### src/rtl/map_table_rollback_ctrl_pkg.sv
// Shared types for the map-table rollback controller: index/tag widths, FSM states, undo-log entry.
// No logic, no latency, no backpressure.
package map_table_rollback_ctrl_pkg;

    localparam int ROB_SZ      = 32;
    localparam int ARCH_REG_SZ = 32;
    localparam int PHYS_REG_SZ = 64;

    localparam int ROB_IDX_W = $clog2(ROB_SZ);
    localparam int AREG_W    = $clog2(ARCH_REG_SZ);
    localparam int TAG_W     = $clog2(PHYS_REG_SZ);

    typedef logic [TAG_W-1:0]     tag_t;
    typedef logic [ROB_IDX_W-1:0] rob_idx_t;
    typedef logic [AREG_W-1:0]    areg_t;

    typedef enum logic [1:0] {
        MT_IDLE,
        MT_WALK,
        MT_DONE
    } mt_state_e;

    typedef struct packed {
        logic  has_dest;
        areg_t areg;
        tag_t  told;
    } undo_entry_t;

endpackage

### src/rtl/map_table_rollback_ctrl_if.sv
// Bundle of dispatch, CDB, squash inputs and map-table write/ready outputs of the rollback controller.
// No logic, no latency; stall is reported through dispatch_stall.
interface map_table_rollback_ctrl_if;
    import map_table_rollback_ctrl_pkg::*;

    logic     dispatch_valid;
    logic     dispatch_has_dest;
    rob_idx_t dispatch_rob_idx;
    areg_t    dispatch_areg;
    tag_t     dispatch_t;
    tag_t     dispatch_told;
    logic     cdb_valid;
    tag_t     cdb_tag;
    logic     squash_valid;
    rob_idx_t squash_br_idx;
    rob_idx_t squash_tail;

    logic     dispatch_stall;
    logic     mt_wr_valid;
    areg_t    mt_wr_reg;
    tag_t     mt_wr_tag;
    logic     mt_wr_restore;
    logic     mt_rdy_valid;
    tag_t     mt_rdy_tag;
    logic     rollback_busy;
    logic     rollback_done;

    modport master (
        output dispatch_valid, dispatch_has_dest, dispatch_rob_idx, dispatch_areg,
               dispatch_t, dispatch_told, cdb_valid, cdb_tag,
               squash_valid, squash_br_idx, squash_tail,
        input  dispatch_stall, mt_wr_valid, mt_wr_reg, mt_wr_tag, mt_wr_restore,
               mt_rdy_valid, mt_rdy_tag, rollback_busy, rollback_done
    );

    modport slave (
        input  dispatch_valid, dispatch_has_dest, dispatch_rob_idx, dispatch_areg,
               dispatch_t, dispatch_told, cdb_valid, cdb_tag,
               squash_valid, squash_br_idx, squash_tail,
        output dispatch_stall, mt_wr_valid, mt_wr_reg, mt_wr_tag, mt_wr_restore,
               mt_rdy_valid, mt_rdy_tag, rollback_busy, rollback_done
    );

endinterface

### src/rtl/map_table_rollback_ctrl_undo_log.sv
// Per-ROB-slot undo log {has_dest, areg, told}: one write port, one async read port with clear strobe.
// Write lands at the clock edge, read is combinational; no backpressure.
module map_table_rollback_ctrl_undo_log
    import map_table_rollback_ctrl_pkg::*;
(
    input  logic        clock,
    input  logic        reset,
    input  logic        wr_en,
    input  rob_idx_t    wr_idx,
    input  undo_entry_t wr_entry,
    input  rob_idx_t    rd_idx,
    input  logic        rd_clr,
    output undo_entry_t rd_entry
);

    undo_entry_t mem [ROB_SZ];

    // Writes (dispatch, IDLE only) and clears (walk) never coincide.
    always_ff @(posedge clock or negedge reset) begin
        if (!reset) begin
            for (int i = 0; i < ROB_SZ; i++) begin
                mem[i] <= '0;
            end
        end else begin
            if (wr_en) begin
                mem[wr_idx] <= wr_entry;
            end
            if (rd_clr) begin
                mem[rd_idx].has_dest <= 1'b0;
            end
        end
    end

    assign rd_entry = mem[rd_idx];

endmodule

### src/rtl/map_table_rollback_ctrl.sv
// Muxes map-table write port between dispatch rename and youngest-first squash rollback.
// Rename write is same-cycle; rollback takes one cycle per squashed slot plus a done cycle; dispatch stalled meanwhile.
module map_table_rollback_ctrl
    import map_table_rollback_ctrl_pkg::*;
(
    input  logic                      clock,
    input  logic                      reset,
    map_table_rollback_ctrl_if.slave  bus
);

    mt_state_e   state, state_nx;
    rob_idx_t    ptr, ptr_nx;
    rob_idx_t    count, count_nx;
    logic        walk_clr;
    logic        disp_go;
    undo_entry_t rd_entry;
    undo_entry_t wr_entry;

    // Squash wins over a dispatch presented in the same cycle.
    assign disp_go  = (state == MT_IDLE) && !bus.squash_valid && bus.dispatch_valid;
    assign wr_entry = '{has_dest: bus.dispatch_has_dest,
                        areg:     bus.dispatch_areg,
                        told:     bus.dispatch_told};

    map_table_rollback_ctrl_undo_log u_undo_log (
        .clock    (clock),
        .reset    (reset),
        .wr_en    (disp_go),
        .wr_idx   (bus.dispatch_rob_idx),
        .wr_entry (wr_entry),
        .rd_idx   (ptr),
        .rd_clr   (walk_clr),
        .rd_entry (rd_entry)
    );

    always_ff @(posedge clock or negedge reset) begin
        if (!reset) begin
            state <= MT_IDLE;
            ptr   <= '0;
            count <= '0;
        end else begin
            state <= state_nx;
            ptr   <= ptr_nx;
            count <= count_nx;
        end
    end

    always_comb begin
        state_nx = state;
        ptr_nx   = ptr;
        count_nx = count;
        walk_clr = 1'b0;
        case (state)
            MT_IDLE: begin
                if (bus.squash_valid) begin
                    ptr_nx   = bus.squash_tail - 1'b1;
                    count_nx = bus.squash_tail - bus.squash_br_idx - 1'b1;
                    state_nx = (count_nx != '0) ? MT_WALK : MT_DONE;
                end
            end
            MT_WALK: begin
                walk_clr = 1'b1;
                ptr_nx   = ptr - 1'b1;
                count_nx = count - 1'b1;
                if (count == rob_idx_t'(1)) begin
                    state_nx = MT_DONE;
                end
            end
            MT_DONE: begin
                state_nx = MT_IDLE;
            end
            default: begin
                state_nx = MT_IDLE;
            end
        endcase
    end

    // Every output is forced low while reset is held, even the combinational paths.
    always_comb begin
        bus.mt_wr_valid   = 1'b0;
        bus.mt_wr_reg     = '0;
        bus.mt_wr_tag     = '0;
        bus.mt_wr_restore = 1'b0;
        if (reset) begin
            if (state == MT_WALK && rd_entry.has_dest) begin
                bus.mt_wr_valid   = 1'b1;
                bus.mt_wr_reg     = rd_entry.areg;
                bus.mt_wr_tag     = rd_entry.told;
                bus.mt_wr_restore = 1'b1;
            end else if (disp_go && bus.dispatch_has_dest) begin
                bus.mt_wr_valid   = 1'b1;
                bus.mt_wr_reg     = bus.dispatch_areg;
                bus.mt_wr_tag     = bus.dispatch_t;
            end
        end
    end

    assign bus.dispatch_stall = reset && (bus.squash_valid || (state != MT_IDLE));
    assign bus.mt_rdy_valid   = reset && bus.cdb_valid;
    assign bus.mt_rdy_tag     = reset ? bus.cdb_tag : '0;
    assign bus.rollback_busy  = (state != MT_IDLE);
    assign bus.rollback_done  = (state == MT_DONE);

endmodule

### src/flat_wrapper.sv
// flat-port wrapper written by rule: the top's interface ports become plain ports
module map_table_rollback_ctrl_flat import map_table_rollback_ctrl_pkg::*;
  (clock, reset, bus_dispatch_valid, bus_dispatch_has_dest, bus_dispatch_rob_idx, bus_dispatch_areg, bus_dispatch_t, bus_dispatch_told, bus_cdb_valid, bus_cdb_tag, bus_squash_valid, bus_squash_br_idx, bus_squash_tail, bus_dispatch_stall, bus_mt_wr_valid, bus_mt_wr_reg, bus_mt_wr_tag, bus_mt_wr_restore, bus_mt_rdy_valid, bus_mt_rdy_tag, bus_rollback_busy, bus_rollback_done);
  map_table_rollback_ctrl_if bus_i ();
  input  logic clock;
  input  logic reset;
  input wire logic [$bits(bus_i.dispatch_valid)-1:0] bus_dispatch_valid;
  input wire logic [$bits(bus_i.dispatch_has_dest)-1:0] bus_dispatch_has_dest;
  input wire logic [$bits(bus_i.dispatch_rob_idx)-1:0] bus_dispatch_rob_idx;
  input wire logic [$bits(bus_i.dispatch_areg)-1:0] bus_dispatch_areg;
  input wire logic [$bits(bus_i.dispatch_t)-1:0] bus_dispatch_t;
  input wire logic [$bits(bus_i.dispatch_told)-1:0] bus_dispatch_told;
  input wire logic [$bits(bus_i.cdb_valid)-1:0] bus_cdb_valid;
  input wire logic [$bits(bus_i.cdb_tag)-1:0] bus_cdb_tag;
  input wire logic [$bits(bus_i.squash_valid)-1:0] bus_squash_valid;
  input wire logic [$bits(bus_i.squash_br_idx)-1:0] bus_squash_br_idx;
  input wire logic [$bits(bus_i.squash_tail)-1:0] bus_squash_tail;
  output wire logic [$bits(bus_i.dispatch_stall)-1:0] bus_dispatch_stall;
  output wire logic [$bits(bus_i.mt_wr_valid)-1:0] bus_mt_wr_valid;
  output wire logic [$bits(bus_i.mt_wr_reg)-1:0] bus_mt_wr_reg;
  output wire logic [$bits(bus_i.mt_wr_tag)-1:0] bus_mt_wr_tag;
  output wire logic [$bits(bus_i.mt_wr_restore)-1:0] bus_mt_wr_restore;
  output wire logic [$bits(bus_i.mt_rdy_valid)-1:0] bus_mt_rdy_valid;
  output wire logic [$bits(bus_i.mt_rdy_tag)-1:0] bus_mt_rdy_tag;
  output wire logic [$bits(bus_i.rollback_busy)-1:0] bus_rollback_busy;
  output wire logic [$bits(bus_i.rollback_done)-1:0] bus_rollback_done;
  assign bus_i.dispatch_valid = bus_dispatch_valid;
  assign bus_i.dispatch_has_dest = bus_dispatch_has_dest;
  assign bus_i.dispatch_rob_idx = bus_dispatch_rob_idx;
  assign bus_i.dispatch_areg = bus_dispatch_areg;
  assign bus_i.dispatch_t = bus_dispatch_t;
  assign bus_i.dispatch_told = bus_dispatch_told;
  assign bus_i.cdb_valid = bus_cdb_valid;
  assign bus_i.cdb_tag = bus_cdb_tag;
  assign bus_i.squash_valid = bus_squash_valid;
  assign bus_i.squash_br_idx = bus_squash_br_idx;
  assign bus_i.squash_tail = bus_squash_tail;
  assign bus_dispatch_stall = bus_i.dispatch_stall;
  assign bus_mt_wr_valid = bus_i.mt_wr_valid;
  assign bus_mt_wr_reg = bus_i.mt_wr_reg;
  assign bus_mt_wr_tag = bus_i.mt_wr_tag;
  assign bus_mt_wr_restore = bus_i.mt_wr_restore;
  assign bus_mt_rdy_valid = bus_i.mt_rdy_valid;
  assign bus_mt_rdy_tag = bus_i.mt_rdy_tag;
  assign bus_rollback_busy = bus_i.rollback_busy;
  assign bus_rollback_done = bus_i.rollback_done;
  map_table_rollback_ctrl u_core (.clock(clock), .reset(reset), .bus(bus_i));
endmodule
### config.mk
export PLATFORM = sky130hd
export DESIGN_NAME = map_table_rollback_ctrl_flat
export DESIGN_NICKNAME = d
export VERILOG_FILES = /design/src/rtl/map_table_rollback_ctrl_pkg.sv /design/src/rtl/map_table_rollback_ctrl_if.sv /design/src/rtl/map_table_rollback_ctrl_undo_log.sv /design/src/rtl/map_table_rollback_ctrl.sv /design/src/flat_wrapper.sv
export SDC_FILE = /design/constraint.sdc
export NUM_CORES = 1
export LEC_CHECK = 0
export CAP_MARGIN = 20
export CELL_PAD_IN_SITES_DETAIL_PLACEMENT = 0
export CELL_PAD_IN_SITES_GLOBAL_PLACEMENT = 2
export CORE_ASPECT_RATIO = 1.25
export CORE_UTILIZATION = 46
export CTS_BUF_LIST = sky130_fd_sc_hd__clkbuf_2
export CTS_CLUSTER_DIAMETER = 60
export CTS_CLUSTER_SIZE = 30
export DETAILED_ROUTE_END_ITERATION = 10
export PLACE_DENSITY = 0.94
export SYNTH_ARGS = -nofsm -noshare
export SYNTH_HDL_FRONTEND = slang
export SYNTH_SLANG_ARGS = --single-unit
### constraint.sdc
create_clock -name clock -period 2.6 [get_ports clock]
set_input_delay 0.52 -clock clock [delete_from_list [all_inputs] [get_ports clock]]
set_output_delay 0.52 -clock clock [all_outputs]
set_load 0.01 [all_outputs]
Word-level counts from Yosys, hierarchy flattened
Cells that the tools add are included.
Cells by class
  equal/unequal tests: 5
  bitwise gates (word level): 2
  order comparisons: 4
  mux-type cells: 32
  $add $sub $neg: 5
  reduce and logical (&&, ||, !) cells: 16
Operators by type and width (count)
  bitwise mux 384 bit: 2
  two-way mux 384 bit: 2
  demux 12 bit (select 5 bit): 2
  binary-select mux 12 bit (select 5 bit): 1
  two-way mux 12 bit: 4
  two-way mux 5 bit: 5
  two-way mux 6 bit: 4
  case mux 5 bit (2 select lines): 2
  subtractor 5 x 1 -> 5 bit, second input constant: 4
  >= comparator 6 bit, second input constant: 2
  less-than comparator 6 x 1 -> 1 bit, second input constant: 2
  NOT 5 -> 6 bit: 2
  logical AND 1 bit: 8
  two-way mux 1 bit: 6
  two-way mux 2 bit: 3
  equality test 5 x 1 -> 1 bit, second input constant: 1
  nonzero test 5 bit: 1
  subtractor 5 bit: 1
  case mux 2 bit (2 select lines): 1
  AND reduction 2 bit: 2
  nonzero test 2 bit: 2
  equality test 2 x 1 -> 1 bit, second input constant: 1
  equality test 2 bit, second input constant: 1
  zero test 2 bit: 1
  4 further kinds: 4
Storage, ports and cells
  register bits after elaboration: 396
  input bits: 44

Logic depth before layout (Yosys ltp)
Gate-level depths: netlist of run 1.
  depth after elaboration: 9
  depth in mapped cells: 9
  gate-level depth less buffers: 9

Hierarchy
Synthesis of run 1 repeated with hierarchy kept, for this count alone.
Second synthesis, totals
  cells, all modules: 1465
  area total of the unflattened synthesis: 19142.1 µm²
By module, submodules not included
  map_table_rollback_ctrl_undo_log: cells each 1318, area each 17939.7 µm², times used 1, sequential area each 9609.2 µm²
  map_table_rollback_ctrl: cells each 147, area each 1202.4 µm², times used 1, sequential area each 300.3 µm²

Worst setup path before layout of run 1
Ideal clock, no wire load.
  path kind: flip-flop to output port
  start: register u_core.ptr[3]
  end: output port bus_mt_wr_tag[0]
  cell stages (with the launch flop): 9
  slack: 0.090 ns
  arrival time: 1.990 ns
  cells stage by stage: dfrtp_1 buf_4 or3b_2 clkbuf_1 o22ai_1 o21bai_1 a31oi_2 buf_4 a22o_1
Between the ends
  word-level cells in the longest chain between the ends: 7
Ends and longest elaborated chain
  start, declared: line map_table_rollback_ctrl.sv:12  | rob_idx_t ptr, ptr_nx;
  start signal, assigned: line map_table_rollback_ctrl.sv:43  | ptr <= ptr_nx;
  NOT 5 -> 6 bit (not written as such) (*): line map_table_rollback_ctrl_undo_log.sv:34  | assign rd_entry = mem[rd_idx];
  binary-select mux 12 bit (select 5 bit) (*): line map_table_rollback_ctrl_undo_log.sv:34
  two-way mux 12 bit (not written as such) (*) (2 in series): line map_table_rollback_ctrl_undo_log.sv:34
  logical AND 1 bit: line map_table_rollback_ctrl.sv:85  | if (state == MT_WALK && rd_entry.has_dest) begin
  two-way mux 6 bit (*): line map_table_rollback_ctrl.sv:85
  two-way mux 6 bit (*): line map_table_rollback_ctrl.sv:84  | if (reset) begin
  end, declared: line flat_wrapper.sv:21  | output wire logic [$bits(bus_i.mt_wr_tag)-1:0] bus_mt_wr_tag;
Mark *: on every way between the ends. The rest lies on a longest branch, timed or not. The select of a mux whose other input is x is not followed.

Worst setup path after layout of run 1
  start: register u_core.ptr[4]
  end: output port bus_mt_wr_reg[3]
Between the ends
  word-level cells in the longest chain between the ends: 7
Ends and longest elaborated chain
  NOT 5 -> 6 bit (not written as such) (*): line map_table_rollback_ctrl_undo_log.sv:34
  binary-select mux 12 bit (select 5 bit) (*): line map_table_rollback_ctrl_undo_log.sv:34
  two-way mux 12 bit (not written as such) (*) (2 in series): line map_table_rollback_ctrl_undo_log.sv:34
  logical AND 1 bit: line map_table_rollback_ctrl.sv:85
  two-way mux 5 bit (*): line map_table_rollback_ctrl.sv:85
  two-way mux 5 bit (*): line map_table_rollback_ctrl.sv:84
  end, declared: line flat_wrapper.sv:20  | output wire logic [$bits(bus_i.mt_wr_reg)-1:0] bus_mt_wr_reg;
Marks and branches as above.

==> flow_summary.toml, run 1 <==
[critical_path]
crit_type = "reg2out"
rr_startpoint = "u_core.state[0]"
rrSetupSlack_ns = 0.04
startpoint = "u_core.ptr[4]"
cp-end-kind = "output pin"
critPathRequiredTime_ns = 2.08
crit_arrival_ns = 3.45
worstSetupStartpointType = "flip-flop"
crit_path_max_fanout = 7
endpoint = "bus_mt_wr_reg[3]"
r2r_cells = 7

[yosys]
ys_seq_area_share_pct = 51.3
synth-async-reset-ratio_pct = 100
synth_fp_nets = 1470
syn_area_mm2 = 0.0193
ys_types = 69
synth_edf_count = 0
synth_flop_cell = "dfrtp_1"
ys_ff_latch = 396
syn_inst = 1418
synth_warnings = 0
avgSynthCellArea_um2 = 13.6

[timing]
slew_headroom_pct = 41.7
timing.final.crit_share_pct = 153
hold_viol = 0
skew_ns = 0.0729
fmax_mhz = 252
rsz0062_at_grt = "true"
setup_slack_ns = -1.37
fin_crit_ns = 3.97
finalSetupViolCount = 17
tightestPinTransition_ns = 0.874
drv_slew = 0

[outcome]
failed_checks = "negative setup slack"
status = "complete, but fails checks"

[floorplan]
rows = 83
die_area_mm2 = 0.0428
die_x_um = 185
core_mm2 = 0.0412
fp.dieH_um = 231
start_util_pct = 46.8
pin_count = 67

[finish]
final_cell_mix = "dfrtp_1, mux2_2, buf_4, mux2i_1, clkdlybuf4s50_1"
final_common_cell = "dfrtp_1"
fin_cells = 2187
finalNetCount = 1664
syn2layout_area_growth_pct = 19.6
drive_gt1_share_pct = 46.9
fin_util_pct = 56.0

[clocking]
clock_latency_ns = 1.11
path_clk_slew_ns = 0.42
cts_tree = "done"
numCtsBuffers = 28
clkSinkCount = 396
clockBufferDepth = 3
clockRootBuffer = "clkbuf_2"
cts_max_level = 1

[global_route]
grt_overflow_total = 0
antenna_found_initial = 2
grtUsageTotal_pct = 25.7
grt_pass1_wl_um = 82400
grt_pass1_vias = 13612
grt_max_degree = 154

[pwr]
ir_worst_vdd_uv = 462
p_leak_uw = 0.0112
p_per_area_mw_per_mm2 = 812

[placement]
gp_congestion = 0.990
hpwl_um = 37400
pre_cts_ws_ns = -0.831
dp_cells = 2114
portBuffers = 66

[run]
maxCapViolCount = 0

[drt]
firstDrtPassIters = 5
vias_per_cell = 5.96
ant_nets = 0
drc = 0
via_count = 13034
post_drt_wl_per_cell_um = 24.7
drt_iter0_drc = 958
wirelength_um = 54100

[worst_hold_path]
hp-class = "in2reg"
## layout make-up
class	count	area [µm²]
clock inverters	23	305
inverters	13	48.8
diodes	1	2.50
repair buffers	291	2930
fillers	3393	18100
multi-input cells	882	9050
clock buffers	29	145
well taps	552	691
flip-flops and latches	396	9920
## stage by stage
step	hold WS, ns	setup TNS (ns)	cell area, µm²	total power (µW)
after floorplan	0.224	0	19300	11600
after global placement	0.467	-64.09	22100	14800
after detailed placement	0.479	-81.82	22100	14900
after CTS	0.0846	-18.96	22900	18600
after global routing	0.163	-19.31	23100	19600
final	0.210	-17.94	23100	18800
## routing by layer
layer | wire [µm] | up-vias | track usage [%]
met5 | 12 | - | 0
met4 | 2210 | 2 | 10.4
met3 | 2510 | 117 | 2.33
met2 | 26700 | 448 | 43.5
met1 | 22700 | 6820 | 33.9
li1 | - | 5647 | -
## worst max-delay path, stage by stage (launching register included)
cell	delay, ns
dfrtp_2	0.57
buf_12	0.17
and4b_2	0.25
buf_6	0.13
a22oi_2	0.23
and4_4	0.27
a31oi_4	0.14
buf_6	0.17
a32o_1	0.25
buf_2	0.14
## logic make-up (layout without fill, tap and decap cells)
kind of cell | count (synthesis) | after routing | synth area share [%]
AOI/OAI and AO/OA | 159 | 159 | 5.59
xor gates and xnor gates | 3 | 3 | 0.136
adders and majority gates | 8 | 8 | 0.557
buffers and inverters | 140 | 356 | 3.65
DFF | 396 | 396 | 51.3
muxes | 549 | 549 | 33.0
other | 0 | 1 | 0
and+or+nand+nor | 163 | 163 | 5.70
## cells in the mapped netlist, types with 8 or more instances
cell      count  share of area [%]
buf_2        41                1.1
nand4_1      11               0.36
nand2_1      29               0.56
mux2i_1     151                7.8
mux2_2      361                 21
nor2_1       17               0.33
and3_1        8               0.26
o21ai_0       9               0.23
a22o_1       10               0.45
a21oi_1      44                1.1
a22oi_1      55                2.1
buf_1         9               0.18
and2_1       10               0.32
mux4_2       34                4.0
nor3_1       17               0.44
clkbuf_1     59                1.1
inv_1        13               0.25
dfrtp_1     396                 51
o22ai_1      17               0.55
## how the worst min path moves through the flow
stage	startpoint	endpoint	slack, ns	depth (start not counted)
2_1_floorplan	reset	async pin	0.22	0
3_3_place_gp	flip-flop	flip-flop	0.47	1
3_5_place_dp	flip-flop	flip-flop	0.48	1
4_1_cts	reset	u_core.count[2]	0.08	3
5_1_grt	bus_squash_valid	u_core.state[0]	0.16	4
6_report	bus_squash_tail[4]	u_core.ptr[4]	0.21	4
## what timing repair did
| item | 4_1_cts | 5_1_grt |
|---|---|---|
| hold buffers | 1 | 1 |
| pin swaps | 29 | 26 |
| setup endpoints to repair | 16 | 18 |
| hold endpoints to repair | 243 | 178 |
| cloned | 1 | 2 |
| resized for setup | 134 | 29 |
| setup buffers | 16 | 3 |
## report_power, final
group          switching [µW]  total, µW  leakage [µW]  internal (µW)
Clock                    2380       3050      0.000261            679
Sequential                499       7510       0.00543           7010
Combinational            4200       8200       0.00551           4000
(Power assumes the default switching activity.)
==> inputs of run 2 (changes only) <==
- CELL_PAD_IN_SITES_GLOBAL_PLACEMENT: 2 -> 1
- CORE_UTILIZATION: 46 -> 53
- CTS_CLUSTER_DIAMETER: 60 -> default
- TNS_END_PERCENT: default -> 100
==> run 2 against run 1 <==
  * Power up 11%
  * Critical path depth grew 2
  * Final cell count is 3.3% higher
  * Critical path type unchanged
  * Sequential cell count stayed put
  * Core utilization increased by 12 points
  * Critical endpoint unchanged
  * The run still ends with negative setup slack left
  * Global-route usage rose by 5.0 points
==> flow_summary.toml, run 2 (synthesis gave the netlist of run 1 again) <==
[outcome]
status = "complete, but fails checks"
failed_checks = "negative setup slack"

[clocking]
cts_tree = "done"
path_clk_slew_ns = 0.12
numCtsBuffers = 97
cts_max_level = 3
clkSinkCount = 396
clock_latency_ns = 1.03
clockRootBuffer = "clkbuf_2"
clockBufferDepth = 3

[placement]
gp_congestion = 0.944
portBuffers = 66
hpwl_um = 36200

[timing]
fmax_mhz = 234
slew_headroom_pct = 30.4
tightestPinTransition_ns = 1.04
finalSetupViolCount = 195
hold_viol = 0
skew_ns = 0.0665
timing.final.crit_share_pct = 164
fin_crit_ns = 4.27
setup_slack_ns = -1.67
rsz0062_at_grt = "true"
drv_slew = 0

[drt]
drt_iter0_drc = 1559
ant_nets = 0
post_drt_wl_per_cell_um = 26.8
firstDrtPassIters = 6
vias_per_cell = 6.38
drc = 0
wirelength_um = 60500
via_count = 14414

[floorplan]
core_mm2 = 0.0356
fp.dieH_um = 215
die_x_um = 173
pin_count = 67
rows = 77
die_area_mm2 = 0.0372
start_util_pct = 54.1

[critical_path]
worstSetupStartpointType = "flip-flop"
cp-end-kind = "output pin"
crit_type = "reg2out"
critPathRequiredTime_ns = 2.08
crit_path_max_fanout = 8
crit_arrival_ns = 3.75

[pwr]
p_sw_share_pct = 37.6
combPwrFrac_pct = 43.5
clkPwrFrac_pct = 20.2
p_total_uw = 20900
p_per_area_mw_per_mm2 = 863
p_int_uw = 13100
ir_worst_vdd_uv = 560
power_frac_seq_pct = 36.3
p_leak_uw = 0.0119
p_sw_uw = 7850

[global_route]
grt_max_degree = 196
grt_pass1_vias = 14928
grt_overflow_total = 0
grtUsageTotal_pct = 30.7
antenna_found_initial = 1
grt_pass1_wl_um = 86500

[run]
maxCapViolCount = 0

[worst_hold_path]
hp-class = "in2async"

[finish]
drive_gt1_share_pct = 50.8
fin_util_pct = 68.0
final_common_cell = "dfrtp_1"
final_cell_mix = "dfrtp_1, mux2_2, buf_4, mux2i_1, clkbuf_2"
multi_input_area_mm2 = 0.00953
finalNetCount = 1759
nFillCells = 2379
regArea_mm2 = 0.00992
syn2layout_area_growth_pct = 25.5
[run 2: area by class of cell]
class	count	area share [%]
Clock buffer	136	2.81
Tap cell	474	2.45
Antenna cell	1	0.0103
Timing Repair Buffer	317	13.4
Inverter	13	0.201
Clock inverter	41	0.883
Sequential cell	396	40.9
Multi-Input combinational cell	882	39.3
[run 2: final timing paths]
| path | start | endpoint | slack [ns] | cells past startpoint |
|---|---|---|---|---|
| max in group asynchronous | reset | async pin | 1.25 | 3 |
| worst min register to register | flip-flop | flip-flop | 0.51 | 1 |
| worst max register to register | u_core.state[0] | flip-flop | -0.33 | 10 |
| worst max-delay path | u_core.ptr[1] | bus_mt_wr_reg[3] | -1.67 | 11 |
| min in group clock | bus_squash_tail[2] | u_core.ptr[2] | 0.38 | 4 |
| worst min-delay path | reset | async pin | 0.33 | 3 |
[run 2: timing repair]
item	CTS	global route
hold endpoints to repair	396	0
setup buffers	43	18
hold buffers	1	0
pin swaps	45	34
cloned	3	1
gates resized for setup	148	160
endpoints found under the setup margin	16	40
[run 2: critical path, stage by stage, from the launching register on]
cell and delay (ns):
dfrtp_4 0.53, buf_12 0.16, buf_6 0.12, buf_4 0.14, mux2i_1 0.46, o22ai_1 0.25
o21bai_2 0.23, a31oi_4 0.16, buf_6 0.15, buf_6 0.12, a32o_2 0.27, buf_6 0.12
[run 2: power groups by stage]
stage	logic, µW	registers (µW)	clock network [µW]
floorplan	4210	7400	0
global placement	6920	7580	0
detailed placement	7040	7650	0
CTS	8190	7520	4260
global route	9380	7650	4600
finish	9100	7580	4220
[run 2: routing by layer]
layer	wire [µm]	GRT usage [%]	up-vias	part of all wire [%]
li1	-	-	5892	-
met1	21700	36.6	7362	36
met4	4260	19.5	0	7.0
met3	5350	6.05	284	8.8
met5	0	0	-	0
met2	29200	51.1	876	48
[run 2: metrics by stage]
| stage | setup WS [ns] | setup TNS (ns) | cell area (µm²) | hold slack [ns] | cells |
|---|---|---|---|---|---|
| global route | -1.64 | -41.53 | 24200 | 0.407 | 2260 |
| global placement | -0.976 | -58.83 | 21800 | 0.469 | 2021 |
| CTS | -1.23 | -15.27 | 23500 | 0.350 | 2244 |
| detailed placement | -0.948 | -64.81 | 21800 | 0.487 | 2021 |
| floorplan | 0.0904 | 0 | 19300 | 0.224 | 1418 |
| finish | -1.67 | -45.59 | 24200 | 0.332 | 2260 |
==> inputs of run 3 (changes only) <==
- CORE_UTILIZATION: 53 -> 55
- CTS_BUF_LIST: sky130_fd_sc_hd__clkbuf_2 -> default
- PLACE_DENSITY: 0.94 -> 0.95
- clock period: 2.6 -> 5.2 ns (I/O delays scaled with it)
==> run 3 against run 2 <==
  * The run now ends clean
  * Via count shrank 14%
  * Final cell count shrank 14%
  * Sequential cell count is the same
  * Register-to-register slack gained 2.6 ns
  * Hold slack gained 0.070 ns
  * Non-clock buffer count shrank 202
  * Largest cell class unchanged
==> flow_summary.toml, run 3 (synthesis gave the netlist of run 1 again) <==
[critical_path]
crit_type = "reg2out"
crit_path_max_fanout = 33
critPathRequiredTime_ns = 4.16
cp-end-kind = "output pin"
crit_arrival_ns = 3.93
worstSetupStartpointType = "flip-flop"

[finish]
drive_gt1_share_pct = 36.2
nFillCells = 2558
fin_util_pct = 62.8
final_cell_mix = "dfrtp_1, mux2_2, mux2i_1, clkdlybuf4s50_1, a22oi_1"
syn2layout_area_growth_pct = 12.2
final_common_cell = "dfrtp_1"
finalNetCount = 1499
diodes = 0

[clocking]
cts_setup_buffers = 0
cts_max_level = 2
numCtsBuffers = 39
clock_latency_ns = 0.54
clkSinkCount = 396
clockRootBuffer = "clkbuf_16"
clockBufferDepth = 3
cts-resized-gates = 0
cts_tree = "done"
path_clk_slew_ns = 0.06
ctsHoldBuffers = 0

[worst_hold_path]
hp-class = "in2async"

[floorplan]
core_mm2 = 0.0345
die_area_mm2 = 0.0359
fp.dieH_um = 211
rows = 76
start_util_pct = 55.9
die_x_um = 170
pin_count = 67

[global_route]
grtUsageTotal_pct = 29.1
grt_max_degree = 189
grt_pass1_vias = 12935
grt_overflow_total = 0
grt_pass1_wl_um = 77400
antenna_found_initial = 0

[drt]
drc = 0
wirelength_um = 50400
via_count = 12372
firstDrtPassIters = 6
vias_per_cell = 6.39
drt_iter0_drc = 1165
ant_nets = 0
post_drt_wl_per_cell_um = 26.0

[pwr]
p_leak_uw = 0.0104
ir_worst_vdd_uv = 281
p_per_area_mw_per_mm2 = 442

[placement]
portBuffers = 66
hpwl_um = 33100
gp_congestion = 0.960

[timing]
slew_headroom_pct = 28.5
drv_slew = 0
skew_ns = 0.00745
fin_crit_ns = 4.97
finalSetupViolCount = 0
tightestPinTransition_ns = 1.07
timing.final.crit_share_pct = 95.6
hold_viol = 0
rsz0062_at_grt = "false"
fmax_mhz = 201
fin_setup_tns_ns = 0

[run]
maxCapViolCount = 0

[outcome]
status = "completed"
[run 3: cell count changes in the layout (fill, tap and decap cells not counted), moves of 12 or more]
cell,previous run,this run
a22oi_1,34,55
a22oi_2,21,0
buf_12,44,3
buf_2,12,0
buf_4,168,40
buf_6,35,0
clkbuf_16,1,41
clkbuf_2,137,0
clkdlybuf4s50_1,49,65
clkinv_1,31,0
mux2_2,259,361
mux2_4,105,0
[run 3: final timing paths]
kind	startpoint	to	slack [ns]	cells past startpoint
max	u_core.ptr[2]	bus_mt_wr_reg[3]	0.23	7
min	reset	async pin	0.40	1
max reg2reg	u_core.state[0]	flip-flop	2.29	4
min reg2reg	flip-flop	flip-flop	0.50	1
max in group asynchronous	reset	async pin	3.45	2
min in group clock	flip-flop	flip-flop	0.50	1
[run 3: report_power, final]
group          internal, µW  switching, µW
sequential             3500            430
clock                  1680           1140
combinational          1280           1550
total                  6450           3120
[run 3: cell type report]
cell class,instances,area (µm²),share of cell area (%)
Timing Repair Buffer,115,1150,5.32
Tap cell,468,586,2.70
Inverter,13,48.8,0.225
Sequential cell,396,9920,45.8
Clock inverter,7,110,0.508
Clock buffer,56,1150,5.32
Multi-Input combinational cell,882,8700,40.1
[run 3: through the flow]
step	power, µW	instances	setup slack [ns]	hold WS, ns	cell area, µm²
after floorplan	5810	1418	2.01	0.457	19300
after global placement	6640	1867	0.921	0.468	20300
after detailed placement	6730	1868	0.911	0.484	20300
after CTS	9550	1931	0.332	0.404	21500
after global routing	9940	1937	0.143	0.419	21700
final	9570	1937	0.228	0.402	21700
[run 3: per-layer routing]
metal / share of wire (%) / GRT usage, %
met1: 40 / 37.2
met4: 4.5 / 13.0
met5: 0 / 0
met3: 6.5 / 4.94
met2: 49 / 48.7
[run 3: critical path, cell delays in order (launching register included)]
cell	delay, ns
dfrtp_1	1.01
and4b_1	0.49
a22oi_1	0.30
nand3_1	0.14
a2111oi_0	0.47
buf_4	0.20
a32o_1	0.21
clkdlybuf4s50_1	0.57
==> patch, RTL diff (flow settings as in run 1) <==
Reset style: synchronous (`reset`), changed in 2 clocked blocks. Comments in the files are not updated.
--- a/src/rtl/map_table_rollback_ctrl_undo_log.sv
+++ b/src/rtl/map_table_rollback_ctrl_undo_log.sv
@@ -16,7 +16,7 @@
     undo_entry_t mem [ROB_SZ];
 
     // Writes (dispatch, IDLE only) and clears (walk) never coincide.
-    always_ff @(posedge clock or negedge reset) begin
+    always_ff @(posedge clock) begin
         if (!reset) begin
             for (int i = 0; i < ROB_SZ; i++) begin
                 mem[i] <= '0;
--- a/src/rtl/map_table_rollback_ctrl.sv
+++ b/src/rtl/map_table_rollback_ctrl.sv
@@ -33,7 +33,7 @@
         .rd_entry (rd_entry)
     );
 
-    always_ff @(posedge clock or negedge reset) begin
+    always_ff @(posedge clock) begin
         if (!reset) begin
             state <= MT_IDLE;
             ptr   <= '0;
Check against the original RTL: differs if reset is asserted again (counterexample within 4 cycles, from zero or initial values and one cycle with reset low); with reset held inactive, the same outputs for 4 cycles.
==> patch against run 1 <==
The flow still finishes with violations (negative setup slack). Synthesized cell count grew 4.4%. Routed wire length shrank 6.3%. Setup slack gained 0.16 ns. Cell area shrank 3.0%. Non-clock buffer count shrank 3. Via count shrank 2.2%. Sequential share of layout area grew 10 points. Sequential cell count grew 5. Final cell count shrank 0.23%. Largest cell class unchanged. Synthesized area shrank 3.3%.
Power is not compared: it rests on default switching activity, and its combinational part moved more than twofold at a synthesized area within 25%.
==> patch: results (changes against run 1) <==
- Non-clk bufs: 288 (-1.0%)
- Critical path endpoint: bus_mt_wr_valid
- Worst EP arrival: 3.29 ns (-0.16 ns)
- Register Area: 11900 um^2 (+20%)
- Largest net degree at the start of global routing: 69 (-55%)
- Clock slew seen by the registers of the worst setup and hold paths: 0.44 ns (+0.02 ns)
- Failing checks: negative setup slack
- Mapped Nets: 1532 (+4.2%)
- Post-synth top cells: nor2_1 (414), edfxtp_1 (384), nand2_1 (117), mux4_2 (68), o21ai_0 (55)
- R2R setup slack: 0.15 ns (+0.11 ns)
- Met3 routed WL: 4.04 mm (+61%)
- CP delay by family, top: multiplexers
- Final cell count without fillers: 2182 (-0.23%)
- Slowest cell on the critical path: mux4_2
- Clock Latency Late Sink: 1.07 ns (-0.04 ns)
- Multi-input gate area: 6270 um^2 (-31%)
- Final clock-cell share: 1.79% (-0.16 points)
- M3 GR Usage: 2.58% (+0.25 points)
- Met1 Track Usage GR: 32.7% (-1.2 points)
- Seq cells post-synth: 401 (+1.3%)
- Inverters: 19 (+6)
- Setup ws final: -1.21 ns (+0.163 ns)
- Fin area: 22400 um^2 (-3.0%)
- Vias post-DR: 12700 (-2.2%)
- EDFF count, synth: 384 (+384)
- Fin Hold WS: 0.137 ns (-0.0728 ns)
- Post-synth ARST share: 0% (-100 points)
- Dpl cell area: 21400 um^2 (-3.1%)
- Final setup violation count: 13 (-4)
- FF-to-FF Start: u_core.state[0]$_SDFFE_PN0P_
- Critical path's largest stage delay: 0.52 ns (-0.05 ns)
- Layout Skew: 0.0800 ns (+0.00714 ns)
- Top FF cell, synth: edfxtp_1
- GPL Wtd Cong: 0.900 (-9.1%)
- Worst slack, placed: -0.538 ns (+0.292 ns)
- Count of different cell masters after synthesis: 64 (-7.2%)
- Hold Path End: u_core.ptr[4]$_SDFFE_PN0P_
- Cell count of the worst reg-to-reg path: 10 (+3)
- Drt first-iter violations: 1402 (+46%)
- Status: complete, but fails checks
- FILL cells: 3247 (-4.3%)
- Met2 Use GR: 42.4% (-1.1 points)
- Syn avg cell area: 12.6 um^2 (-7.4%)
- Sequential fraction of the synthesis area: 63.6% (+12 points)
- Post-CTS resize count: 132 (-1.5%)
- WL met1: 19.6 mm (-14%)
- Non-clk buf share: 14.0% (+1.3 points)
- Worst slew pin tran: 0.632 ns (-0.242 ns)
==> patch: cell types whose count changed after synthesis, moves of 16 or more <==
cell | before | now
nor2_1 | 17 | 414
dfxtp_1 | 0 | 17
edfxtp_1 | 0 | 384
dfrtp_1 | 396 | 0
mux2i_1 | 151 | 51
mux2_2 | 361 | 2
mux4_2 | 34 | 68
buf_1 | 9 | 25
nand2_1 | 29 | 117
o21ai_0 | 9 | 55
a22oi_1 | 55 | 7
clkbuf_1 | 59 | 38
==> patch: cell families after synthesis <==
| logic type | after synthesis | synth area share, % |
|---|---|---|
| adders and majority gates | 8 | 0.577 |
| xor gates and xnor gates | 4 | 0.188 |
| buffers and inverters | 149 | 4.01 |
| DFF | 401 | 63.6 |
| AOI/OAI and AO/OA | 175 | 6.28 |
| and+or+nand+nor | 616 | 13.5 |
| muxes | 127 | 11.8 |
==> patch: power by group <==
group	leakage [nW]	internal (mW)	switching, mW
clock	0.227	0.686	2.25
combinational	3.83	1.43	1.65
sequential	4.11	7.31	0.137
total	8.16	9.43	4.04
